<file path="src/rtl/rom_ddram_bridge.sv">
// Cartridge ROM port onto the HPS DDR3 Avalon master: toggle-handshake 16-bit
// download writes in, 64-bit ROM line reads out through a one-line cache.
module rom_ddram_bridge #(
  parameter logic [28:0] BASE_ADDR = 29'h0300000,
  parameter int          AW        = 25
) (
  input  logic          DDRAM_CLK,
  input  logic          reset,
  input  logic          DDRAM_BUSY,
  output logic [7:0]    DDRAM_BURSTCNT,
  output logic [28:0]   DDRAM_ADDR,
  input  logic [63:0]   DDRAM_DOUT,
  input  logic          DDRAM_DOUT_READY,
  output logic          DDRAM_RD,
  output logic [63:0]   DDRAM_DIN,
  output logic [7:0]    DDRAM_BE,
  output logic          DDRAM_WE,
  input  logic [AW-1:0] wraddr,
  input  logic [15:0]   din,
  input  logic          we_req,
  output logic          we_ack,
  input  logic [AW-1:0] rdaddr,
  output logic [63:0]   dout,
  input  logic          rd_req,
  output logic          rd_ack
);
  typedef enum logic [1:0] {IDLE, WRITE, READ, RWAIT} state_t;

  state_t        r_state, w_next;
  logic [AW-4:0] r_tag;
  logic          r_valid;
  logic [63:0]   r_cache;

  logic          w_we_pend, w_rd_pend, w_hit;
  logic          w_start_wr, w_start_rd, w_serve_hit, w_wr_done, w_rd_sent, w_rd_done;
  logic [28:0]   w_wr_addr, w_rd_addr;
  logic [7:0]    w_be;
  logic          w_unused;

  assign DDRAM_BURSTCNT = 8'd1;
  assign w_we_pend      = we_req != we_ack;
  assign w_rd_pend      = rd_req != rd_ack;
  assign w_hit          = r_valid && (r_tag == rdaddr[AW-1:3]);
  assign w_wr_addr      = BASE_ADDR + 29'(wraddr[AW-1:3]);
  assign w_rd_addr      = BASE_ADDR + 29'(rdaddr[AW-1:3]);
  assign w_be           = 8'b11 << {wraddr[2:1], 1'b0};
  // Sub-word address bits that never select anything.
  assign w_unused       = ^{wraddr[0], rdaddr[2:0]};

  always_ff @(posedge DDRAM_CLK or posedge reset) begin
    if (reset) r_state <= IDLE;
    else       r_state <= w_next;
  end

  always_comb begin
    w_next = r_state;
    case (r_state)
      IDLE:    if (w_we_pend)             w_next = WRITE;
               else if (w_rd_pend && !w_hit) w_next = READ;
      WRITE:   if (!DDRAM_BUSY)           w_next = IDLE;
      READ:    if (!DDRAM_BUSY)           w_next = RWAIT;
      RWAIT:   if (DDRAM_DOUT_READY)      w_next = IDLE;
      default:                            w_next = IDLE;
    endcase
  end

  // Writes win over reads when both are pending in the same cycle.
  always_comb begin
    w_start_wr  = (r_state == IDLE) && w_we_pend;
    w_start_rd  = (r_state == IDLE) && !w_we_pend && w_rd_pend && !w_hit;
    w_serve_hit = (r_state == IDLE) && !w_we_pend && w_rd_pend && w_hit;
    w_wr_done   = (r_state == WRITE) && !DDRAM_BUSY;
    w_rd_sent   = (r_state == READ)  && !DDRAM_BUSY;
    w_rd_done   = (r_state == RWAIT) && DDRAM_DOUT_READY;
  end

  always_ff @(posedge DDRAM_CLK or posedge reset) begin
    if (reset) begin
      we_ack     <= 1'b0;
      rd_ack     <= 1'b0;
      dout       <= '0;
      DDRAM_RD   <= 1'b0;
      DDRAM_WE   <= 1'b0;
      DDRAM_ADDR <= '0;
      DDRAM_DIN  <= '0;
      DDRAM_BE   <= '0;
      r_valid    <= 1'b0;
      r_tag      <= '0;
      r_cache    <= '0;
    end else begin
      if (w_start_wr) begin
        DDRAM_ADDR <= w_wr_addr;
        DDRAM_DIN  <= {4{din}};
        DDRAM_BE   <= w_be;
        DDRAM_WE   <= 1'b1;
        r_valid    <= 1'b0;
      end
      if (w_start_rd) begin
        DDRAM_ADDR <= w_rd_addr;
        DDRAM_RD   <= 1'b1;
        r_tag      <= rdaddr[AW-1:3];
      end
      if (w_serve_hit) begin
        dout   <= r_cache;
        rd_ack <= rd_req;
      end
      if (w_wr_done) begin
        DDRAM_WE <= 1'b0;
        we_ack   <= we_req;
      end
      if (w_rd_sent) DDRAM_RD <= 1'b0;
      if (w_rd_done) begin
        r_cache <= DDRAM_DOUT;
        dout    <= DDRAM_DOUT;
        r_valid <= 1'b1;
        rd_ack  <= rd_req;
      end
    end
  end
endmodule
</file>
<file path="config.mk">
export PLATFORM = sky130hd
export DESIGN_NAME = rom_ddram_bridge
export DESIGN_NICKNAME = d
export VERILOG_FILES = /design/src/rtl/rom_ddram_bridge.sv
export SDC_FILE = /design/constraint.sdc
export NUM_CORES = 1
export LEC_CHECK = 0
export ABC_AREA = 1
export BUFFER_PORTS_ARGS = -buffer_cell sky130_fd_sc_hd__buf_4
export CAP_MARGIN = 20
export CORE_MARGIN = 3
export CORE_UTILIZATION = 46
export CTS_BUF_LIST = sky130_fd_sc_hd__clkbuf_4
export CTS_CLUSTER_DIAMETER = 60
export DETAILED_ROUTE_END_ITERATION = 10
export GPL_TIMING_DRIVEN = 0
export PLACE_DENSITY = 0.78
export SLEW_MARGIN = 20
export SYNTH_ARGS = -nofsm -noshare
export SYNTH_HDL_FRONTEND = slang
export SYNTH_SLANG_ARGS = --single-unit
</file>
<file path="constraint.sdc">
create_clock -name DDRAM_CLK -period 8.2 [get_ports DDRAM_CLK]
set_input_delay 2.46 -clock DDRAM_CLK [delete_from_list [all_inputs] [get_ports DDRAM_CLK]]
set_output_delay 2.46 -clock DDRAM_CLK [all_outputs]
set_load 0.01 [all_outputs]
</file>
==> qor.yml, run 1 <==
drtIter0Drc: 284
reg2reg_from: "r_tag[2]$_DFFE_PP0P_"
vias: 7205
grt_use_total: 0.218
die_area_mm2: 0.0209
min-delay-start: "r_cache[28]$_DFFE_PP0P_"
slew_headroom: 0.441
status: "finished, final reports clean"
cts_resized: 0
drv_slew: 0
antenna_cells: 0
synth_mux_area_frac: 0.0827
power_mw: 4.27
clk_latency_ns: 0.58
setup_viol: 0
finalHoldViolCount: 0
avgSynthCellArea_um2: 9.68
syn_inst: 915
min_period_over_period: 0.464
io_buffers: 294
grt_setup_unrepaired: "no"
yosys_warnings: 0
cp-startpoint: "DDRAM_DIN[50]$_DFFE_PP0P_"
syn_area_mm2: 0.00885
path_clk_slew_ns: 0.17
synth_xor_area_frac: 0.00297
synth_top_family_by_area: "simple AND/OR/NAND/NOR gates"
fp.dieW_um: 145
synth-compound-area-share: 0.0175
synthArstFlopShare: 1.00
p_leak_nw: 6.47
hpwl_mm: 17.7
tightestPinTransition_ns: 0.838
chipHeight_um: 145
period_needed_ns: 3.80
antenna_found_initial: 0
max-clock-path-buffers: 2
maxCapViolCount: 0
critPathArrivalTime_ns: 1.34
synth_ff_type: "dfrtp_1"
grt_pass1_vias: 7040
ys_ff_latch: 200
clkSinkCount: 200
core_area_mm2: 0.0188
gp_congestion: 0.828
wl_per_cell_um: 15.4
ys_seq_area_frac: 0.565
drc: 0
cp-start-kind: "register"
drtAntennaViolNets: 0
synth_edf_count: 0
postCtsHoldBufs: 0
pin_count: 313
cellPowerDensity_mw_per_mm2: 363
nNetsFinal: 1379
post_synth_num_cell_types: 27
placementRows: 50
cts_buffers: 17
start_util: 0.470
vias_per_cell: 4.76
hp-class: "register to register"
grt_pass1_wl_mm: 35.8
clock-skew-final_ns: 0.0206
postCtsSetupRepairBufs: 0
synth_fa_ha_area_frac: 0.00141
cp.required_ns: 5.74
path_max_fanout: 5
fin_util: 0.625
path_class: "register to primary output"
fmax_mhz: 263
drive_gt1_frac: 0.402
syn_to_final_growth_pct: 33.0
cp-end-kind: "primary output"
vdd_drop_max_mv: 0.167
cts_tree: "built"
root_buffer: "clkbuf_4"
synthSimpleGateAreaFrac: 0.217
overflow: 0
grt_max_degree: 80
wirelength_mm: 23.4
firstDrtPassIters: 4
htreeDepth: 4
==> Yosys cell counts, types with 6 or more instances <==
master,n,area (µm²)
dfrtp_1,200,5000
buf_6,13,146
nand3_1,103,515
inv_1,52,195
buf_2,19,95.1
clkbuf_1,6,22.5
nor2_1,17,63.8
mux2_1,6,67.6
buf_4,67,503
nand3_2,11,110
o21ai_1,19,95.1
nand2_1,315,1180
mux2_2,59,664
==> metrics by stage <==
| stage | hold WS (ns) | TNS, ns | cells | worst slack, ns | instance area (µm²) |
|---|---|---|---|---|---|
| after detailed placement | 0.478 | 0 | 1483 | 4.06 | 11500 |
| after floorplan | 0.442 | 0 | 927 | 0.286 | 8900 |
| final | 0.513 | 0 | 1515 | 4.40 | 11800 |
| after global placement | 0.471 | -386.92 | 1481 | -1.95 | 11400 |
| after global routing | 0.526 | 0 | 1515 | 4.29 | 11800 |
| after CTS | 0.514 | 0 | 1515 | 4.32 | 11800 |
==> registers in the layout, indices dropped and copies added (netlist names) <==
| signal | flops |
|---|---|
| DDRAM_ADDR | 23 |
| DDRAM_BE | 4 |
| DDRAM_DIN | 16 |
| DDRAM_RD | 1 |
| DDRAM_WE | 1 |
| dout | 64 |
| r_cache | 64 |
| r_state | 2 |
| r_tag | 22 |
| r_valid | 1 |
| rd_ack | 1 |
| we_ack | 1 |
==> cells in the final DEF, fill, tap and decap left out, types with 13 or more instances in the layout <==
cell type / n
buf_4: 361
nand2_1: 315
dfrtp_1: 200
nand3_1: 103
mux2_2: 59
inv_1: 51
buf_2: 19
o21ai_1: 19
nor2_1: 17
clkbuf_4: 17
conb_1: 14
buf_6: 13
==> worst max-delay path, cell delays in order (launching register included) <==
cell     delay (ns)
dfrtp_1        0.48
buf_4          0.16
buf_4          0.13
==> layout make-up <==
type                       count  area, µm²
fill                        1595       7060
buffer                       110        797
tap                          260        325
sequential                   200       5000
clock inverter                15        150
inverter                      53        206
clock buffer                  17        128
multi-input combinational    564       2900
timing repair buffer         296       2260
==> logic make-up after synthesis <==
logic type               Yosys count
AND/OR/NAND/NOR                  453
XOR/XNOR                           3
AO/OA/AOI/OAI                     28
buffers and inverters            163
flip-flops                       200
other                              2
multiplexers                      65
adder cells (fa/ha/maj)            1
==> metal layers <==
metal / global-route usage / share of wire / vias up
met5: 0 / 0 / -
met4: 0.0574 / 0.017 / 0
met3: 0.0739 / 0.081 / 22
met2: 0.375 / 0.50 / 230
met1: 0.264 / 0.40 / 3464
li1: - / - / 3489
==> final timing paths <==
path | endpoint | slack (ns) | depth (start not counted)
max in group asynchronous | r_tag[18]$_DFFE_PP0P_ | 5.23 | 4
hold / removal | r_cache[28]$_DFFE_PP0P_ | 0.51 | 1
setup reg to reg | DDRAM_ADDR[21]$_DFFE_PP0P_ | 6.21 | 13
hold reg to reg | r_cache[28]$_DFFE_PP0P_ | 0.51 | 1
min in group asynchronous | dout[3]$_DFFE_PP0P_ | 1.86 | 2
setup / recovery | DDRAM_DIN[34] | 4.40 | 2
==> power by group <==
group / switching [mW] / internal [mW]
logic: 0.996 / 1.06
registers: 0.250 / 1.45
clock network: 0.377 / 0.140
total: 1.62 / 2.65
Note: power is estimated with default switching activity, not from simulation.
==> inputs of run 2 (changes only) <==
Clock period 8.2 ns to 3.2 ns, I/O delays scaled along.
==> qor.yml, run 2 (synthesis gave the netlist of run 1 again) <==
max_stage_delay_ns: 0.48
io_buffers: 294
clock-skew-final_ns: 0.0418
dp_worst_setup_slack_ns: 0.566
slew_headroom: 0.463
path_class: "register to primary output"
crit_buf_inv: 2
tightestPinTransition_ns: 0.805
path_depth: 2
nNetsFinal: 1384
wl_per_cell_um: 15.6
grt_max_degree: 35
status: "finished, final reports clean"
placed_area_mm2: 0.0116
clkSinkCount: 200
cp-start-kind: "register"
power_mw: 11.1
drc: 0
dp.cells: 1488
cellPowerDensity_mw_per_mm2: 931
vias: 7267
grt_pass1_wl_mm: 36.5
start_util: 0.470
overflow: 0
htreeDepth: 4
fin_hold_ws_ns: 0.322
path_cells: "buf_4, buf_4"
clk_latency_ns: 0.63
reg2reg_depth: 8
reg_top3: "dout: 64 flops, r_cache: 64 flops, DDRAM_ADDR: 23 flops"
core_area_mm2: 0.0188
die_area_mm2: 0.0209
wirelength_mm: 23.8
firstDrtPassIters: 5
cp-end-kind: "primary output"
vdd_drop_max_mv: 0.505
stdcell_area_mm2: 0.0119
fillers: 1626
path_delay_family: "flip-flops"
syn_to_final_growth_pct: 34.6
setup_viol: 0
hp-class: "input pin to asynchronous set/reset pin"
max-clock-path-buffers: 2
antenna_found_initial: 1
grt_setup_unrepaired: "no"
hpwl_mm: 18.3
crit_slowest_cell: "dfrtp_1"
fmax_mhz: 428
fp.dieW_um: 145
path_clk_slew_ns: 0.18
placementRows: 50
rrSetupSlack_ns: 1.21
finalHoldViolCount: 0
post-route-worst-setup-slack_ns: 0.864
cp.required_ns: 2.24
drv_slew: 0
path_max_fanout: 5
drive_gt1_frac: 0.406
fin_util: 0.633
min_period_over_period: 0.730
cpMostUsedCell: "buf_4"
grt_pass1_vias: 7090
fin_cells: 1522
final_cell_mix: "buf_4 (361), nand2_1 (315), dfrtp_1 (200)"
layout.cells.most_common: "buf_4"
finalSetupTns_ns: 0
postCtsSetupRepairBufs: 0
period_needed_ns: 2.34
maxCapViolCount: 0
gp_congestion: 0.890
root_buffer: "clkbuf_4"
vias_per_cell: 4.77
pin_count: 313
p_leak_nw: 6.52
critPathArrivalTime_ns: 1.38
drtAntennaViolNets: 0
chipHeight_um: 145
postCtsHoldBufs: 0
cts_resized: 0
cts_buffers: 17
cts_tree: "built"
grt_use_total: 0.223
drtIter0Drc: 380
-- run 2: cell types whose count changed in the layout (fill, tap and decap cells not counted), moves of 3 or more --
| cell | change |
|---|---|
| inv_6 | -4 |
| clkinv_8 | +4 |
| inv_8 | -3 |
| buf_12 | +5 |
-- run 2: metal layers --
metal,track usage,vias up,wire [µm]
met5,0,-,0
met4,0.0830,0,713
met3,0.0785,39,2090
met2,0.371,243,11600
met1,0.269,3474,9450
li1,-,3511,-
-- run 2: cell type report --
type	instances	area (µm²)	share of cell area
Antenna cell	2	5.00	0.000420
Buffer	110	797	0.0669
Clock buffer	17	128	0.0107
Clock inverter	15	194	0.0163
Inverter	53	203	0.0170
Multi-Input combinational cell	564	2900	0.243
Sequential cell	200	5000	0.420
Tap cell	260	325	0.0273
Timing Repair Buffer	301	2360	0.198
-- run 2: final timing paths --
kind,from,to
worst max-delay path,DDRAM_DIN[55]$_DFFE_PP0P_,DDRAM_DIN[55]
worst min-delay path,reset,DDRAM_ADDR[9]$_DFFE_PP0P_
worst max register to register,r_state[1]$_DFFE_PP0P_,dout[4]$_DFFE_PP0P_
worst min register to register,r_cache[58]$_DFFE_PP0P_,r_cache[58]$_DFFE_PP0P_
max in group asynchronous,reset,r_cache[1]$_DFFE_PP0P_
min in group DDRAM_CLK,r_cache[58]$_DFFE_PP0P_,r_cache[58]$_DFFE_PP0P_
-- run 2: where the power goes --
group          switching, mW  internal [mW]  total, mW  leakage (nW)
sequential             0.652           3.71       4.36          2.47
clock                   1.03          0.383       1.42         0.165
combinational           2.59           2.72       5.31          3.89
total                   4.28           6.82       11.1          6.52
